--- src/rtl/sync_fifo_pkg.sv ---
// Shared constants and output-stage state encodings for the sync FIFO
// read and write controllers.
package sync_fifo_pkg;

    localparam int AW_DEF = 3;
    localparam int DW_DEF = 32;
    localparam int PW_DEF = AW_DEF + 1;

    typedef enum logic [1:0] {
        S_EMPTY = 2'd0,
        S_ONE   = 2'd1,
        S_TWO   = 2'd2
    } ostate_e;

endpackage

--- src/rtl/sync_fiford_ostage.sv ---
// FWFT output stage: two-entry skid buffer fed by one-cycle-latency
// memory reads, presenting a registered head entry to the consumer.
module sync_fiford_ostage
    import sync_fifo_pkg::*;
#(
    parameter int DW = DW_DEF
) (
    input  logic          wclk,
    input  logic          rst_n,
    input  logic          ren_i,
    input  logic          rfifo_i,
    input  logic [DW-1:0] rdata_i,
    output logic          fetch_o,
    output logic          rvalid_o,
    output logic [DW-1:0] rdata_o
);

    ostate_e       state_q, state_d;
    logic          infl_q;
    logic          hv_q, hv_d;
    logic          tv_q, tv_d;
    logic [DW-1:0] h_q, h_d;
    logic [DW-1:0] t_q, t_d;
    logic          pop;

    assign pop      = hv_q & rfifo_i;
    assign fetch_o  = (state_q != S_TWO) | pop;
    assign rvalid_o = hv_q;
    assign rdata_o  = h_q;

    always_comb begin
        h_d     = h_q;
        t_d     = t_q;
        hv_d    = hv_q;
        tv_d    = tv_q;
        state_d = state_q;
        if (pop) begin
            h_d  = t_q;
            hv_d = tv_q;
            tv_d = 1'b0;
        end
        // returning word lands in the first free slot after any pop
        if (infl_q) begin
            if (!hv_d) begin
                h_d  = rdata_i;
                hv_d = 1'b1;
            end else begin
                t_d  = rdata_i;
                tv_d = 1'b1;
            end
        end
        unique case (state_q)
            S_EMPTY: if (ren_i) state_d = S_ONE;
            S_ONE: begin
                if (ren_i && !pop) state_d = S_TWO;
                else if (!ren_i && pop) state_d = S_EMPTY;
            end
            S_TWO: if (pop && !ren_i) state_d = S_ONE;
            default: state_d = S_EMPTY;
        endcase
    end

    always_ff @(posedge wclk or negedge rst_n) begin
        if (!rst_n) begin
            state_q <= S_EMPTY;
            infl_q  <= 1'b0;
            hv_q    <= 1'b0;
            tv_q    <= 1'b0;
            h_q     <= '0;
            t_q     <= '0;
        end else begin
            state_q <= state_d;
            infl_q  <= ren_i;
            hv_q    <= hv_d;
            tv_q    <= tv_d;
            h_q     <= h_d;
            t_q     <= t_d;
        end
    end

endmodule

--- src/rtl/sync_fiford_ctrl.sv ---
// Sync FIFO read controller; define SYNC_FIFORD_FWFT_EN for
// first-word-fall-through mode, otherwise standard read-request mode.
module sync_fiford_ctrl
    import sync_fifo_pkg::*;
#(
    parameter int AW = AW_DEF,
    parameter int DW = DW_DEF
) (
    input  logic          wclk,
    input  logic          rst_n,
    input  logic          rfifo_i,
    input  logic [AW:0]   wptr_i,
    input  logic [DW-1:0] rdata_i,
    output logic          ren_o,
    output logic [AW-1:0] raddr_o,
    output logic [AW:0]   rptr_o,
    output logic          rempty_o,
    output logic [AW:0]   rlevel_o,
    output logic          rvalid_o,
    output logic [DW-1:0] rdata_o
);

    logic [AW:0] rptr_q, rptr_d;
    logic        rempty_q, rempty_d;
    logic        fetch;

    assign ren_o    = fetch & ~rempty_q;
    assign rptr_d   = ren_o ? rptr_q + 1'b1 : rptr_q;
    // empty lags a write by one edge, so it can only err towards empty
    assign rempty_d = (rptr_d == wptr_i);

    assign raddr_o  = rptr_q[AW-1:0];
    assign rptr_o   = rptr_q;
    assign rempty_o = rempty_q;
    assign rlevel_o = wptr_i - rptr_q;

    always_ff @(posedge wclk or negedge rst_n) begin
        if (!rst_n) begin
            rptr_q   <= '0;
            rempty_q <= 1'b1;
        end else begin
            rptr_q   <= rptr_d;
            rempty_q <= rempty_d;
        end
    end

`ifdef SYNC_FIFORD_FWFT_EN
    sync_fiford_ostage #(
        .DW(DW)
    ) u_ost (
        .wclk    (wclk),
        .rst_n   (rst_n),
        .ren_i   (ren_o),
        .rfifo_i (rfifo_i),
        .rdata_i (rdata_i),
        .fetch_o (fetch),
        .rvalid_o(rvalid_o),
        .rdata_o (rdata_o)
    );
`else
    logic rvalid_q;

    assign fetch    = rfifo_i;
    assign rvalid_o = rvalid_q;
    assign rdata_o  = rvalid_q ? rdata_i : '0;

    always_ff @(posedge wclk or negedge rst_n) begin
        if (!rst_n) rvalid_q <= 1'b0;
        else        rvalid_q <= ren_o;
    end
`endif

endmodule

--- config.mk ---
export PLATFORM = sky130hd
export DESIGN_NAME = sync_fiford_ctrl
export DESIGN_NICKNAME = d
export VERILOG_FILES = /design/src/rtl/sync_fifo_pkg.sv /design/src/rtl/sync_fiford_ostage.sv /design/src/rtl/sync_fiford_ctrl.sv
export SDC_FILE = /design/constraint.sdc
export NUM_CORES = 1
export LEC_CHECK = 0
export BUFFER_PORTS_ARGS = -buffer_cell sky130_fd_sc_hd__buf_2
export CAP_MARGIN = 0
export CORE_MARGIN = 2
export CORE_UTILIZATION = 28
export DETAILED_ROUTE_END_ITERATION = 12
export PLACE_DENSITY = 0.76
export SLEW_MARGIN = 20
export SYNTH_ARGS = -nofsm -noshare
export SYNTH_HDL_FRONTEND = slang
export SYNTH_SLANG_ARGS = --single-unit
export TNS_END_PERCENT = 1
--- constraint.sdc ---
create_clock -name wclk -period 1.4 [get_ports wclk]
set_input_delay 0.28 -clock wclk [delete_from_list [all_inputs] [get_ports wclk]]
set_output_delay 0.28 -clock wclk [all_outputs]
set_load 0.005 [all_outputs]
# Word-level counts from Yosys, hierarchy flattened
# Cells that the tools add are included.
# Widths: inputs -> output; s select.
[totals] input_bits=39 wordCells=10 reg_bits=6 output_inout_bits=46
[classes] n_mux=2 eq_ne=1 bitwise_logic=2 add_sub_neg=2
[op_table] op="$mux 32" n=1
[op_table] op="$add 4x1->4 const B" n=1
[op_table] op="$eq 4x4->1" n=1
[op_table] op="$mux 4" n=1
[op_table] op="$sub 4x4->4" n=1
[op_table] op="$and 1x1->1" n=1
[op_table] op="$not 1->1" n=1

# Logic depth before layout (Yosys ltp)
[depth] word_depth=4 mapped_depth=6 ltp_nobuf=6

# Worst setup path after synthesis
# Ideal clock, no wire load.
[synth_timing] path_kind="register -> output" start="register rptr_q[1] (netlist: rptr_o[1])" end="output rlevel_o[3]" t_required_ns=1.120 t_arrival_ns=1.264 path_buffers=0 path_slack_ns=-0.144 stages_incl_launch_ff=6 cell_sequence="dfrtp_1 -> inv_1 -> ha_1 -> a21o_1 -> a21oi_1 -> xor2_1"
[synth_between] elab_chain_len=1
[synth_lines] element="start: declaration" line_no="sync_fiford_ctrl.sv:23" rtl="logic [AW:0] rptr_q, rptr_d;"
[synth_lines] element="start signal: assignment" line_no="sync_fiford_ctrl.sv:42" rtl="rptr_q <= rptr_d;"
[synth_lines] element="$sub 4x4->4" line_no="sync_fiford_ctrl.sv:35" rtl="assign rlevel_o = wptr_i - rptr_q;"
[synth_lines] element="end: declaration" line_no="sync_fiford_ctrl.sv:18" rtl="output logic [AW:0] rlevel_o,"
# Every way passes these cells.

# Final worst setup path
[layout_timing] start="register rptr_q[0] (netlist: rptr_o[0])" end="output rlevel_o[2]"
# The elaborated chain is that of the path after synthesis.

==> parameters.txt <==
Parameter                              Value

Detailed routing
  Via/cell ratio ... 4.25
  Number of DRC violations after detailed-routing iteration 0 ... 7
  Overall routed net length ... around 2200 microns
  Wire length per cell after detailed routing ... 11.1 microns
  Routed vias ... slightly above 800
  DRC violation count after routing ... 0
  Antenna Violating Nets Remaining ... 0
  Total iterations of the first detailed-routing run ... 4

GRT
  Maximum number of pins on one net before global-route repair ... 34
  First-pass GRT wire length ... 3130 microns
  All-Layer GR Usage ... 0.155
  Via count of the first global-routing pass ... roughly 740
  Initial antenna violation count ... 0
  Global-route congestion overflow total ... 0

Clocking
  Clock insertion delay at the later pin of the skew report ... ~240 ps
  Root Driver ... clkbuf_4
  Number of buffers inserted during clock tree synthesis ... 3
  Clock edge transition at the registers on the reported setup and hold paths ... ~50 ps
  Sink count of the clock tree ... 6
  Deepest level of the CTS H-tree ... 1
  Clock tree from TritonCTS ... yes
  Max clock buf depth ... 2

Synthesis
  Post-synthesis average cell area ... just under 9 sq um
  Fraction of synthesized cell area taken by the top area cell type ... 0.314
  Leading area contributor after synthesis ... and2_1
  Post-Syn Area ... 637 sq um
  Post-synth net total ... between 100 and 150
  Sequential fraction of the synthesis area ... 0.238
  Number of warning messages in the yosys log ... 0
  Top area cells in the synthesized netlist ... and2_1 31%, dfrtp_1 20%, xnor2_1 8.3%
  Total of flip-flops plus latches after synthesis ... 6
  Distinct cell type count of the synthesized netlist ... 17
  Mapped Cells ... 73

Status
  Run status ... complete, but fails checks
  Violated checks ... setup timing

Placed design
  Global placer's final weighted congestion ... between 0.7 and 0.8
  Number of buffer cells added on primary ports ... 84
  Placement-stage worst setup slack ... -154 ps
  DPL Wire Length ... roughly 1800 microns

Worst setup path
  Launching instance or port of the critical path ... rptr_o[0]$_DFF_PN0_
  Critical Path RT ... ~1100 ps
  Origin of the critical flop-to-flop path ... rptr_o[1]$_DFF_PN0_
  Terminus of the critical flop-to-flop path ... rempty_o$_DFF_PN1_
  Number of stages on the worst setup path ... 4
  Endpoint kind of the worst setup timing path ... primary output
  Startpoint type of the worst setup path ... flop
  Internal reg-to-reg setup slack ... -50 ps
  Max FO, Critical Path ... 3
  Startpoint-to-endpoint class of the critical path ... flop to primary output
  Max incr delay on CP ... between 400 and 500 ps
  Number of buffer and inverter stages on the critical path ... 1
  Slowest CP cell ... dfrtp_1
  Cell breakdown of the critical path ... ha_4 > fa_1 > xnor2_1 > buf_2
  Reg2reg path depth ... 5
  Cell family with the largest share of critical-path delay ... adder cells
  Capture point of the critical path ... rlevel_o[2]
  Worst Path Arrival ... roughly 1500 ps

Finish
  Fraction of layout cells with a size suffix above 1 ... 0.645
  Total number of nets in the final design ... between 200 and 250
  Flip-flop and latch area ... approximately 160 sq um
  Fill cells ... about 200
  Number of antenna cells inserted ... 0
  P&R area growth vs syn ... 89.2%
  Area taken by multi-input logic gates ... ~450 sq um

STA
  Slew at the pin closest to its max-slew limit ... ~250 ps
  Setup TNS ... -1180 ps
  Final count of negative-setup-slack endpoints ... 11
  Maximum operating frequency ... 563 MHz
  Max_slew headroom ... 0.830
  Smallest setup slack after layout ... -376 ps
  Clock period minus worst slack ... approximately 1800 ps
  Number of slew-limit violations in the final report ... 0
  Unrepaired setup endpoints after global routing ... true
  Clock tree skew after final layout ... 9.02 ps
  Number of hold violations in the final report ... 0
  Final period util ... 1.27

Floorplan
  Die Height ... around 52 microns
  Die Span X ... just over 50 microns
  Initial Util ... 0.291
  Count of standard-cell rows ... 17
  Core region area ... around 2200 sq um
  Floorplan die area ... roughly 2700 sq um
  I/O pin count ... 85

Power and ir drop
  Worst ir drop on vdd ... ~1100 uV
  Power density over cell area ... between 1500 and 2000 nW/um^2
  Static leakage ... slightly above 0.7 nW
  Power after layout ... about 1.9 mW

Run
  # Max-Cap Violations ... 0

Hold path
  Worst hold path class ... input pin to flop
[final cells by class]
type / instances / share of cell area
multi-input cells: 54 / 0.373
inverters: 7 / 0.0218
repair buffers: 95 / 0.425
clock buffers: 4 / 0.0218
well taps: 28 / 0.0291
flip-flops and latches: 6 / 0.130
[Yosys cell counts (all sizes together)]
cell type  instances
nor4               1
fa                 1
nand4              1
and2              32
dfrtp              5
inv                7
nand3b             1
xnor2              6
nor2b              1
mux2               1
a21o               1
buf                3
a21oi              1
clkbuf             3
ha                 4
dfstp              1
xor2               4
[routing by layer]
| layer | wire (microns) | share of wire | up-vias | global-route usage |
|---|---|---|---|---|
| li1 | - | - | 408 | - |
| met1 | 788 | 0.36 | 365 | 0.144 |
| met2 | 1090 | 0.50 | 52 | 0.316 |
| met3 | 283 | 0.13 | 0 | 0.0517 |
| met4 | 0 | 0 | 0 | 0.0395 |
| met5 | 0 | 0 | - | 0 |
[worst min path at each step]
stage / slack (ps) / from / end / cells past startpoint
final: 320 / rfifo_i / rvalid_o$_DFF_PN0_ / 2
after global placement: 110 / rst_n / rptr_o[2]$_DFF_PN0_ / 1
after floorplan: -20 / rst_n / rptr_o[0]$_DFF_PN0_ / 0
after global routing: 300 / rfifo_i / rvalid_o$_DFF_PN0_ / 2
after CTS: 310 / rfifo_i / rvalid_o$_DFF_PN0_ / 2
after detailed placement: 110 / rst_n / rptr_o[2]$_DFF_PN0_ / 1
[state kept, by name, indices dropped and copies added, names as in the netlist]
signal,flops
rempty_o,1
rptr_o,4
rvalid_o,1
[where the power goes]
part / total, mW / switching [mW] / internal (mW)
Combinational: 1.35 / 0.573 / 0.781
Sequential: 0.386 / 0.113 / 0.272
Clock: 0.171 / 0.0632 / 0.108
[layout by cell type (no fill, tap or decap)]
cell           count
a21o_1             1
nand4_1            1
ha_4               1
xnor2_2            1
nor2b_4            1
dfstp_2            1
buf_4             10
xor2_1             4
buf_2             83
dfrtp_1            3
dfrtp_2            1
buf_6              1
fa_1               1
dfrtp_4            1
xnor2_1            5
dlygate4sd3_1      1
and2_1            32
ha_1               3
nand3b_1           1
clkbuf_1           1
clkbuf_4           3
mux2_4             1
a21oi_2            1
inv_2              1
nor4_2             1
inv_1              6
[stage by stage]
| stage | area (sq um) | hold WS [ps] | std cells | utilization |
|---|---|---|---|---|
| 2_1_floorplan | 644 | -15.6 | 73 | - |
| 3_3_place_gp | 1130 | 108 | 188 | 0.517 |
| 3_5_place_dp | 1130 | 112 | 188 | 0.517 |
| 4_1_cts | 1190 | 310 | 194 | 0.543 |
| 5_1_grt | 1200 | 303 | 194 | 0.550 |
| 6_report | 1200 | 316 | 194 | 0.550 |
[worst reg2reg max path, delay by kind of cell, from the launching register on]
family / cells / cell delay [ps]
XOR/XNOR: 1 / 140
adder cells (fa/ha/maj): 1 / 270
buffers and inverters: 1 / 150
flip-flops: 1 / 410
multiplexers: 1 / 280
AND/OR/NAND/NOR: 1 / 130
[cells by family (layout without fill, tap and decap cells)]
family,count (synthesis),in the layout,synth area share
buffers and inverters,13,106,0.0943
AOI/OAI and AO/OA,2,2,0.0196
DFF,6,6,0.238
muxes,1,1,0.0236
adders and majority gates,5,5,0.110
and+or+nand+nor,36,36,0.377
xor gates and xnor gates,10,10,0.138
[what timing repair did]
action / CTS / global route
hold endpoints to repair: 5 / 0
setup buffers: 1 / 0
hold buffers: 1 / 0
setup endpoints to repair: 38 / 37
resized for setup: 2 / 4
pin swaps: 2 / 0
Note: power is estimated with default switching activity, not from simulation.
